## config.mk

```make
export PLATFORM = sky130hd
export DESIGN_NAME = bram_frame_sequencer
export DESIGN_NICKNAME = d
export VERILOG_FILES = /design/src/rtl/bram_frame_sequencer.sv
export SDC_FILE = /design/constraint.sdc
export NUM_CORES = 1
export LEC_CHECK = 0
export ABC_AREA = 1
export CAP_MARGIN = 20
export CORE_MARGIN = 3
export CORE_UTILIZATION = 58
export CTS_CLUSTER_DIAMETER = 100
export DETAILED_ROUTE_END_ITERATION = 12
export HOLD_SLACK_MARGIN = 0.03
export PLACE_DENSITY = 0.89
export REMOVE_ABC_BUFFERS = 1
export SYNTH_ARGS = -nofsm -noshare
export SYNTH_HDL_FRONTEND = slang
export SYNTH_SLANG_ARGS = --single-unit
```

## constraint.sdc

```tcl
create_clock -name clka -period 3.85 [get_ports clka]
set_input_delay 0.5775 -clock clka [delete_from_list [all_inputs] [get_ports clka]]
set_output_delay 0.5775 -clock clka [all_outputs]
set_load 0.02 [all_outputs]
```

## src/rtl/bram_frame_sequencer.sv

```systemverilog
// bram_frame_sequencer
//   Single-port controller for the pixel frame BRAM. On start it reads the
//   frame from address 0 to NUM_PIXELS-1 and streams the pixels downstream
//   over valid/ready. A credit-limited FIFO absorbs the BRAM read latency.
//   One write requester shares the BRAM port, and contested cycles are
//   resolved round-robin.
// Ports
//   clka, rsta_n            : clock, asynchronous active-low reset
//   start / busy / done     : scan request, scan in progress, end-of-frame pulse
//   wr_req/wr_addr/wr_data  : write request (held until wr_gnt)
//   wr_gnt                  : write performed this cycle (combinational)
//   m_valid/m_ready/m_data/m_addr/m_last : pixel output stream
//   ena/wea/addra/dina/douta: BRAM port
module bram_frame_sequencer #(
  parameter int unsigned ADDR_W     = 18,
  parameter int unsigned DATA_W     = 24,
  parameter int unsigned NUM_PIXELS = 2501,
  parameter int unsigned RD_LAT     = 1,
  parameter int unsigned FIFO_DEPTH = 4
) (
  input  logic              clka,
  input  logic              rsta_n,
  input  logic              start,
  output logic              busy,
  output logic              done,
  input  logic              wr_req,
  input  logic [ADDR_W-1:0] wr_addr,
  input  logic [DATA_W-1:0] wr_data,
  output logic              wr_gnt,
  output logic              m_valid,
  input  logic              m_ready,
  output logic [DATA_W-1:0] m_data,
  output logic [ADDR_W-1:0] m_addr,
  output logic              m_last,
  output logic              ena,
  output logic              wea,
  output logic [ADDR_W-1:0] addra,
  output logic [DATA_W-1:0] dina,
  input  logic [DATA_W-1:0] douta
);

  localparam int unsigned PTR_W = $clog2(FIFO_DEPTH);
  localparam int unsigned CNT_W = $clog2(FIFO_DEPTH + 1);
  localparam int unsigned CRD_W = $clog2(FIFO_DEPTH + RD_LAT + 1);
  localparam logic [ADDR_W-1:0] LAST_ADDR = ADDR_W'(NUM_PIXELS - 1);

  typedef enum logic [1:0] {S_IDLE, S_SCAN, S_DRAIN} state_t;

  state_t                           r_state, w_state_nxt;
  logic                             r_done, w_done_nxt;
  logic                             r_run;
  logic                             r_rr_wr;
  logic [ADDR_W-1:0]                r_rd_ptr;
  logic [RD_LAT-1:0]                r_tag_v;
  logic [RD_LAT-1:0][ADDR_W-1:0]    r_tag_addr;
  logic [RD_LAT-1:0]                r_tag_last;
  logic [FIFO_DEPTH-1:0][DATA_W-1:0] r_f_data;
  logic [FIFO_DEPTH-1:0][ADDR_W-1:0] r_f_addr;
  logic [FIFO_DEPTH-1:0]            r_f_last;
  logic [PTR_W-1:0]                 r_wp, r_rp;
  logic [CNT_W-1:0]                 r_cnt;

  logic [CRD_W-1:0] w_inflight, w_used;
  logic             w_rd_elig, w_wr_req, w_contest, w_wr_win, w_rd_win;
  logic             w_push, w_pop;

  // Credits: reads already in the tag pipe count against FIFO space so the
  // FIFO can never overflow, regardless of downstream stalls.
  always_comb begin
    w_inflight = '0;
    for (int unsigned i = 0; i < RD_LAT; i++)
      w_inflight = w_inflight + CRD_W'(r_tag_v[i]);
    w_used    = CRD_W'(r_cnt) + w_inflight;
    w_rd_elig = (r_state == S_SCAN) && (w_used < CRD_W'(FIFO_DEPTH));
    // r_run keeps the write port quiet while reset is asserted
    w_wr_req  = wr_req & r_run;
    w_contest = w_rd_elig & w_wr_req;
    w_wr_win  = w_wr_req & (~w_rd_elig | r_rr_wr);
    w_rd_win  = w_rd_elig & ~w_wr_win;
  end

  always_comb begin
    wr_gnt = w_wr_win;
    ena    = w_wr_win | w_rd_win;
    wea    = w_wr_win;
    addra  = '0;
    dina   = '0;
    if (w_wr_win) begin
      addra = wr_addr;
      dina  = wr_data;
    end else if (w_rd_win) begin
      addra = r_rd_ptr;
    end
  end

  assign m_valid = (r_cnt != '0);
  assign m_data  = r_f_data[r_rp];
  assign m_addr  = r_f_addr[r_rp];
  assign m_last  = r_f_last[r_rp];
  assign w_pop   = m_valid & m_ready;
  assign w_push  = r_tag_v[RD_LAT-1];
  assign busy    = (r_state != S_IDLE);
  assign done    = r_done;

  always_comb begin
    w_state_nxt = r_state;
    w_done_nxt  = 1'b0;
    unique case (r_state)
      S_IDLE:  if (start) w_state_nxt = S_SCAN;
      S_SCAN:  if (w_rd_win && (r_rd_ptr == LAST_ADDR)) w_state_nxt = S_DRAIN;
      S_DRAIN: if (w_pop && m_last) begin
                 w_state_nxt = S_IDLE;
                 w_done_nxt  = 1'b1;
               end
      default: w_state_nxt = S_IDLE;
    endcase
  end

  always_ff @(posedge clka or negedge rsta_n) begin
    if (!rsta_n) begin
      r_state    <= S_IDLE;
      r_done     <= 1'b0;
      r_run      <= 1'b0;
      r_rr_wr    <= 1'b0;
      r_rd_ptr   <= '0;
      r_tag_v    <= '0;
      r_tag_addr <= '0;
      r_tag_last <= '0;
      r_f_data   <= '0;
      r_f_addr   <= '0;
      r_f_last   <= '0;
      r_wp       <= '0;
      r_rp       <= '0;
      r_cnt      <= '0;
    end else begin
      r_state <= w_state_nxt;
      r_done  <= w_done_nxt;
      r_run   <= 1'b1;
      if (w_contest) r_rr_wr <= ~r_rr_wr;

      if ((r_state == S_IDLE) && start) r_rd_ptr <= '0;
      else if (w_rd_win)                r_rd_ptr <= r_rd_ptr + ADDR_W'(1);

      // Tag pipe lines up with douta: the last stage marks the cycle the
      // BRAM data for that read is on douta.
      r_tag_v[0]    <= w_rd_win;
      r_tag_addr[0] <= r_rd_ptr;
      r_tag_last[0] <= (r_rd_ptr == LAST_ADDR);
      for (int unsigned i = 1; i < RD_LAT; i++) begin
        r_tag_v[i]    <= r_tag_v[i-1];
        r_tag_addr[i] <= r_tag_addr[i-1];
        r_tag_last[i] <= r_tag_last[i-1];
      end

      if (w_push) begin
        r_f_data[r_wp] <= douta;
        r_f_addr[r_wp] <= r_tag_addr[RD_LAT-1];
        r_f_last[r_wp] <= r_tag_last[RD_LAT-1];
        r_wp <= (r_wp == PTR_W'(FIFO_DEPTH - 1)) ? '0 : r_wp + PTR_W'(1);
      end
      if (w_pop)
        r_rp <= (r_rp == PTR_W'(FIFO_DEPTH - 1)) ? '0 : r_rp + PTR_W'(1);

      case ({w_push, w_pop})
        2'b10:   r_cnt <= r_cnt + CNT_W'(1);
        2'b01:   r_cnt <= r_cnt - CNT_W'(1);
        default: r_cnt <= r_cnt;
      endcase
    end
  end

endmodule

```

### Word level (Yosys, flattened, before mapping)

Index checks and enable logic that the tools add are counted.

| word-level totals | value |
|---|---|
| flip-flop bits (word level) | 222 |
| input port bits | 71 |
| output and inout bits | 91 |
| logic and storage cells | 90 |

| cells by class | value |
|---|---|
| add/sub/neg operators | 6 |
| order comparisons | 4 |
| eq/ne operators | 10 |
| multiplexer cells | 29 |
| bitwise logic cells | 10 |
| reductions and logical operators | 11 |

Operator list:

| cell | count |
|---|---|
| 2-to-1 mux 18 bit | 6 |
| bitwise mux 96 bit | 1 |
| bitwise mux 72 bit | 1 |
| 2-to-1 mux 24 bit | 3 |
| binary-select mux 24 bit (select 2 bit) | 1 |
| demux 24 bit (select 2 bit) | 1 |
| binary-select mux 18 bit (select 2 bit) | 1 |
| demux 18 bit (select 2 bit) | 1 |
| adder 18 x 1 -> 18 bit (second input constant) | 1 |
| == test 18 x 12 -> 1 bit (second input constant) | 1 |
| 2-to-1 mux 2 bit | 5 |
| == test 2 bit (second input constant) | 4 |
| < comparator 2 x 3 -> 1 bit (second input constant) | 2 |
| one-hot mux 2 bit (3 select lines) | 1 |
| one-hot mux 3 bit (2 select lines) | 1 |
| nonzero test 2 bit | 3 |
| bitwise AND 1 bit | 5 |
| logical AND 1 bit | 5 |
| adder 2 x 1 -> 2 bit (second input constant) | 2 |
| bitwise mux 4 bit | 1 |
| == test 2 x 1 -> 1 bit (second input constant) | 2 |
| 2-to-1 mux 1 bit | 4 |
| inequality test 2 bit (second input constant) | 2 |
| adder 3 x 1 -> 3 bit | 1 |
| other kinds (12) | 15 |

### Logic depth before layout (Yosys ltp)

Gate-level depths: netlist of the first run.

| logic depth | value |
|---|---|
| depth after elaboration | 11 |
| mapped depth | 10 |
| depth with buffers taken out | 9 |

### Worst setup path after synthesis of the first run

Ideal clock, no wire load.

| path | value |
|---|---|
| path type | input-to-output |
| start | input port wr_req |
| end | output port addra[0] |
| data arrival time | 1.598 ns |
| data required time | 3.273 ns |
| slack | 1.674 ns |
| stages on the path | 5 |
| buffers on the path | 0 |
| cells stage by stage | nand2_1 > inv_1 > a21oi_4 > inv_2 > o21ai_0 |

| on the way | value |
|---|---|
| longest elaborated chain between the ends | 6 |

RTL lines:

| what | RTL line | RTL |
|---|---|---|
| from (decl) | 26 | `input logic wr_req,` |
| bitwise AND 1 bit (*) | 76 | `w_wr_req = wr_req & r_run;` |
| bitwise AND 1 bit (*) | 78 | `w_wr_win = w_wr_req & (~w_rd_elig \| r_rr_wr);` |
| inverter 1 bit | 79 | `w_rd_win = w_rd_elig & ~w_wr_win;` |
| bitwise AND 1 bit | 79 |  |
| 2-to-1 mux 18 bit | 91 | `end else if (w_rd_win) begin` |
| 2-to-1 mux 18 bit (*) | 88 | `if (w_wr_win) begin` |
| to (decl) | 37 | `output logic [ADDR_W-1:0] addra,` |

Mark *: on every way between the ends. The rest lies on a longest branch, timed or not.

### Final worst setup path of the first run

| path | value |
|---|---|
| start | register r_tag_v |
| end | output port addra[2] |

| on the way | value |
|---|---|
| longest elaborated chain between the ends | 10 |

RTL lines:

| what | RTL line | RTL |
|---|---|---|
| from (decl) | 54 | `logic [RD_LAT-1:0] r_tag_v;` |
| from (signal, indexed assignment) | 150 | `r_tag_v[i] <= r_tag_v[i-1];` |
| adder 3 x 1 -> 3 bit (*) | 73 | `w_used = CRD_W'(r_cnt) + w_inflight;` |
| < comparator 3 bit (*) | 74 | `w_rd_elig = (r_state == S_SCAN) && (w_used < CRD_W'(FIFO_DEPTH));` |
| logical AND 1 bit (*) | 74 |  |
| inverter 1 bit | 78 |  |
| bitwise OR 1 bit | 78 |  |
| bitwise AND 1 bit | 78 |  |
| inverter 1 bit | 79 |  |
| bitwise AND 1 bit | 79 |  |
| 2-to-1 mux 18 bit | 91 |  |
| 2-to-1 mux 18 bit (*) | 88 |  |

Marks and branches as above.

==> metrics, run 1 <==
status=completed; Initial Util=59.8%; period utilization=about 93%; Final min period=3.57 ns; Netlist Area Pre-Place=0.0100 mm²; H-tree depth=1; Crit Path Category=flop to output pin; Startpoint Class=flop; Slew headroom=35.4%; top cell type's share of synthesized area=55.5%; HP Class=input pin to asynchronous set/reset pin; Clock Latency Late Sink=around 0.50 ns; nets=around 1400; main combinational cell family by area after synthesis=simple AND/OR/NAND/NOR gates; endpoint type of the worst setup path=output pin; CTS tree=done; # setup viols final=0; layout cell share with drive strength beyond 1=under 10%; Detail Route Antenna Nets=0; full die area=between 0.015 and 0.02 mm²; GR Overflow Total=0; root buffer cell=clkbuf_16; Top-Level Pins=~160; largest net degree at the start of global routing=around 90; LEAKAGE=5.80 nW; Die W=around 140 µm; Port Buf Inserts=roughly 160; Post-CTS Hold Buffers=0; initial antenna violation count=0; 1st-iter DRT viols=729; Max VDD drop=0.499 mV; Synth area leader=dfrtp_1; Min Hold Slack=~0.13 ns; sequential fraction of the synthesis area=around 55%; clock-pin slew on the worst setup and hold paths=about 0.06 ns; Layout area overhead=24.5%; Clock Path Buffers=3; FF+latch count, synth=~220; Synth Area in Adders=1.20%; first-pass GRT wire length=about 42000 µm; compound-cell area share of the yosys netlist=between 10% and 20%; Post-DP HPWL=between 15000 and 20000 µm; Reg2Reg Depth=6; vias=around 8900; post-synthesis cell count=roughly 1200; average size of a mapped cell=between 8 and 9 µm²; # Max-Cap Violations=0; required time at the worst-slack endpoint=between 3 and 4 ns; Synth cell types=31; Setup Buffers After CTS=0; fmax=between 200 and 300 MHz; Final Wtd Congestion=approximately 0.84; CTS buffer count=23; Final Hold Viols=0; die height=approximately 140 µm; RSZ-0062 raised after global routing=false; # clock sinks=around 220; crit path DAT=between 2 and 3 ns; Slew @ Worst Pin=0.965 ns; skew final=between 0.007 and 0.008 ns; Post-route DRC=0; Antenna Cells=0; FF-to-FF setup slack=around 1.7 ns; Power Density=826 mW/mm²; CTS resizes=0; drt wl/cell=around 16 µm; drt pass-1 iters=6; CP max FO=25; Global Route Usage Sum=27.7%; setup TNS=0 ns; Area contributors post-synth=dfrtp_1 55%, o21ai_0 14%, nand2_1 11%; Core ar.=about 0.017 mm²; Final Max Tran Viols=0; reg2reg start=r_wp[0]; synth warn=0; R2R Path End=r_f_addr[6]; simple-gate share of the synthesized area=18.2%; DRT Wirelength=approximately 26000 µm; number of global-route vias before repair=8800; Rows=47; multiplexer area fraction after synthesis=0%; Synth Area in XOR/XNOR=less than 1%; Via density=roughly 5.7
[how the worst max path moves through the flow]
stage                  from  endpoint  slack, ns
finish              r_tag_v  addra[2]       0.28
global route        r_tag_v  addra[2]       0.08
CTS                 r_tag_v  addra[2]       0.24
detailed placement   wr_req  addra[2]       0.57
global placement     wr_req  addra[0]       0.65
floorplan           r_rp[0]    m_last       0.02
[worst max-delay path, stage by stage, from the launching register on]
cell and delay (ns):
dfrtp_1 0.54, nand3_2 0.12, nand2_2 0.09, nand3_4 0.11
o21ai_4 0.54, inv_2 0.30, nand2_1 0.14, o21ai_0 0.10
clkdlybuf4s50_1 0.55
[sequential cells by signal, indices dropped and copies added (netlist names)]
register	count
r_f_last	4
r_state	2
r_rp	2
done	1
r_f_addr	72
r_run	1
r_tag_addr	18
r_tag_v	1
r_cnt	3
r_wp	2
r_rr_wr	1
r_f_data	96
r_tag_last	1
r_rd_ptr	18
[report_power, final]
| part | leakage (nW) | switching [W] | internal, W | total [W] |
|---|---|---|---|---|
| logic | 2.55 | 0.00278 | 0.00174 | 0.00452 |
| clock network | 0.370 | 0.000880 | 0.00136 | 0.00223 |
| registers | 2.88 | 0.000460 | 0.00308 | 0.00354 |
| total | 5.80 | 0.00412 | 0.00617 | 0.0103 |
[cells in the final DEF, fill, tap and decap left out, types with 2 or more instances in the layout]
master	n
buf_4	13
nand2_1	279
buf_12	2
and2_1	3
nor2_1	139
nand3_1	22
a21oi_1	8
inv_2	3
nor3_1	4
clkbuf_8	4
clkbuf_16	23
ha_1	8
nand3b_1	2
nand4_1	4
clkbuf_1	5
dfrtp_1	221
nand2_2	5
o22ai_1	43
clkdlybuf4s50_1	160
clkinv_2	3
xor2_1	7
inv_1	94
o21ai_0	275
o21ai_1	2
bufinv_16	3
[routing by layer]
metal | track usage [%] | part of all wire [%]
met1 | 35.7 | 39
met2 | 48.8 | 51
met3 | 4.05 | 7.8
met4 | 8.31 | 2.0
met5 | 0 | 0
[kinds of logic (layout without fill, tap and decap cells)]
| family | Yosys count | after routing |
|---|---|---|
| xor+xnor | 8 | 8 |
| compound gates | 331 | 331 |
| flops | 222 | 222 |
| other cells | 1 | 1 |
| fa+ha+maj | 9 | 9 |
| buf+inv | 170 | 312 |
| simple gates | 462 | 462 |
[final cells by class]
type	instances	area [µm²]
Clock buffer	31	636
Clock inverter	8	121
Fill cell	1161	4290
Inverter	97	364
Multi-Input combinational cell	811	3760
Sequential cell	222	5560
Tap cell	220	275
Timing Repair Buffer	176	1750
[cell usage after synthesis, drive strengths merged]
cell and instances:
a21oi 9, and2 3, buf 27, clkbuf 46, conb 1, dfrtp 222
fa 1, ha 8, inv 97, nand2 284, nand3 24, nand3b 2
nand4 4, nor2 141, nor3 4, o21ai 279, o22ai 43, xnor2 1
xor2 7
[per-stage QoR]
step | std cells | power (W) | cell area, µm² | utilization (%) | worst slack (ns)
2_1_floorplan | 1130 | 0.00608 | 9670 | - | 0.0188
3_3_place_gp | 1526 | 0.00785 | 11700 | 69.9 | 0.650
3_5_place_dp | 1526 | 0.00801 | 11700 | 69.9 | 0.567
4_1_cts | 1565 | 0.0103 | 12500 | 74.4 | 0.244
5_1_grt | 1565 | 0.0110 | 12500 | 74.4 | 0.0799
6_report | 1565 | 0.0103 | 12500 | 74.4 | 0.283
Power figures use the tool's default switching activity.
==> inputs of run 2 (changes only) <==
--- a/config.mk
+++ b/config.mk
@@ -8,11 +8,11 @@
 export ABC_AREA = 1
 export CAP_MARGIN = 20
 export CORE_MARGIN = 3
-export CORE_UTILIZATION = 58
+export CORE_UTILIZATION = 50
 export CTS_CLUSTER_DIAMETER = 100
 export DETAILED_ROUTE_END_ITERATION = 12
 export HOLD_SLACK_MARGIN = 0.03
-export PLACE_DENSITY = 0.89
+export PLACE_DENSITY = 0.78
 export REMOVE_ABC_BUFFERS = 1
 export SYNTH_ARGS = -nofsm -noshare
 export SYNTH_HDL_FRONTEND = slang
==> run 2 against run 1 <==
  * Register-to-register slack improved by 0.06 ns
  * Clock-buffer cell count is 5 higher
  * Cell count is 3.2% higher
  * Worst hold slack got worse by 0.038 ns
  * First-iteration DRC count fell by 18%
  * Sequential power about the same
  * Clock skew decreased by 0.0016 ns
  * Non-clock buffer count stayed put
  * Final area up 1.8%
  * Critical path type unchanged
  * Largest power group unchanged
==> metrics, run 2 (synthesis results as in run 1) <==
max FFs per register=96 (unchanged); Global Route Usage Sum=22.8% (-5.0 points); Crit Path Category=flop to output pin; Max VDD drop=0.476 mV (-4.5%); CTS resizes=0 (unchanged); period utilization=90.2% (-2.5 points); Startpoint Class=flop; CP bufs+invs=2 (unchanged); Antenna Cells=0 (unchanged); Slew headroom=27.5% (-7.9 points); Power Density=831 mW/mm² (+0.60%); setup TNS=0 ns (unchanged); crit path DAT=2.89 ns (-0.10 ns); root buffer cell=clkbuf_16; slowest CP cell=clkdlybuf4s50_1; CTS buffer count=24 (+4.3%); most common cell after layout, fill and taps aside=nand2_1; full die area=0.0218 mm² (+15%); Top-Level Pins=162 (unchanged); R2R Path End=r_f_addr[67]; Port Buf Inserts=161 (unchanged); initial antenna violation count=0 (unchanged); die height=148 µm (+7.4%); layout cell share with drive strength beyond 1=5.26% (+0.35 points); FF-to-FF setup slack=1.71 ns (+0.06 ns); Pwr Total=0.0105 W (+2.4%); RSZ-0062 raised after global routing=false; # clock sinks=222 (unchanged); clock-pin slew on the worst setup and hold paths=0.06 ns (about the same); drt wl/cell=15.2 µm (-7.1%); first-pass GRT wire length=41400 µm (-2.1%); GR Overflow Total=0 (unchanged); Rows=51 (+8.5%); # Max-Cap Violations=0 (unchanged); crit-path cells=nand3_2 -> nand2_2 -> nand3_4 -> o21ai_4 -> inv_2 -> nand2_1 -> o21ai_0 -> clkdlybuf4s50_1; status=completed; commonest cells after routing, fill and taps aside=279 x nand2_1, 275 x o21ai_0, 221 x dfrtp_1; Util after Layout=64.8% (-9.6 points); required time at the worst-slack endpoint=3.27 ns (about the same); CTS tree=done; LEAKAGE=5.88 nW (+1.4%); reg2reg start=r_wp[0]; DRT Wirelength=24600 µm (-4.2%); CP max FO=25 (unchanged); Core ar.=0.0196 mm² (+17%); Placed Instance Area=0.0118 mm² (+0.53%); fin area=0.0127 mm² (+1.8%); Reg2Reg Depth=4 (-2); endpoint type of the worst setup path=output pin; vias=8576 (-3.8%); Setup Buffers After CTS=0 (unchanged); Slew @ Worst Pin=1.08 ns (+0.119 ns); number of global-route vias before repair=8445 (-4.0%); fmax=288 MHz (+2.8%); H-tree depth=1 (unchanged); Clock Path Buffers=3 (unchanged); 1st-iter DRT viols=597 (-18%); # fillers=1597 (+38%); Final Max Tran Viols=0 (unchanged); Initial Util=51.1% (-8.6 points); nets=1412 (+0.071%); CP top delay family=buffers and inverters; Final min period=3.47 ns (-0.0956 ns); HP Class=input pin to asynchronous set/reset pin; drt pass-1 iters=5 (-1); Post-CTS Hold Buffers=0 (unchanged); Top Registers=r_f_data: 96 flops, r_f_addr: 72 flops; Post-DP HPWL=15500 µm (-0.85%); Largest stage delay, worst path=0.55 ns (about the same); Clock Latency Late Sink=0.50 ns (about the same); Final Wtd Congestion=0.823 (-2.3%); Final Hold Viols=0 (unchanged); Largest Register=r_f_data; Post-route DRC=0 (unchanged); Detail Route Antenna Nets=0 (unchanged); Min Hold Slack=0.0896 ns (-0.0376 ns); Layout area overhead=26.7%; largest net degree at the start of global routing=96 (+7.9%); Via density=5.31 (-6.7%); Die W=148 µm (+7.4%); skew final=0.00624 ns (-0.00163 ns); # setup viols final=0 (unchanged)
-- run 2: cell count changes in the layout (fill, tap and decap cells not counted) --
cell	before	now
clkbuf_16	23	25
clkinv_2	3	2
buf_12	2	4
bufinv_16	3	5
clkbuf_8	4	6
clkinvlp_4	1	0
buf_4	13	11
buf_8	0	1
-- run 2: worst max path at each step --
stage               slack (ns)    start        end  cells past startpoint
floorplan                 0.02  r_rp[0]     m_last                      3
finish                    0.38  r_tag_v   addra[0]                      8
CTS                       0.32  r_tag_v   addra[0]                      8
global route              0.13  r_tag_v  addra[15]                      8
detailed placement        0.69   wr_req   addra[0]                      8
global placement          0.73   wr_req   addra[0]                      8
-- run 2: worst register-to-register path, delay by kind of cell (launching register included) --
family | cells | cell delay [ns]
simple gates | 1 | 0.78
buf+inv | 1 | 0.47
compound gates | 1 | 0.14
fa+ha+maj | 1 | 0.22
flops | 1 | 0.40
-- run 2: layer usage --
layer  global-route usage, %  part of all wire [%]
met5                       0                     0
met4                    5.45                   1.9
met2                    38.1                    48
met1                    31.0                    43
met3                    4.41                   7.2
-- run 2: metrics by stage --
step | cells | worst slack (ns)
4_1_cts | 1614 | 0.321
6_report | 1615 | 0.379
2_1_floorplan | 1130 | 0.0188
5_1_grt | 1615 | 0.131
3_3_place_gp | 1570 | 0.733
3_5_place_dp | 1570 | 0.692
-- run 2: final cells by class --
type	instances	area, µm²	share of cell area [%]
clock inverter	8	169	1.33
sequential	222	5560	43.8
timing repair buffer	176	1780	14.0
multi-input combinational	811	3760	29.7
clock buffer	36	727	5.73
tap	265	332	2.61
inverter	97	364	2.87
-- run 2: where the power goes --
| group | switching (W) | internal, W |
|---|---|---|
| registers | 0.000456 | 0.00308 |
| logic | 0.00272 | 0.00176 |
| clock network | 0.000893 | 0.00164 |
| total | 0.00406 | 0.00648 |
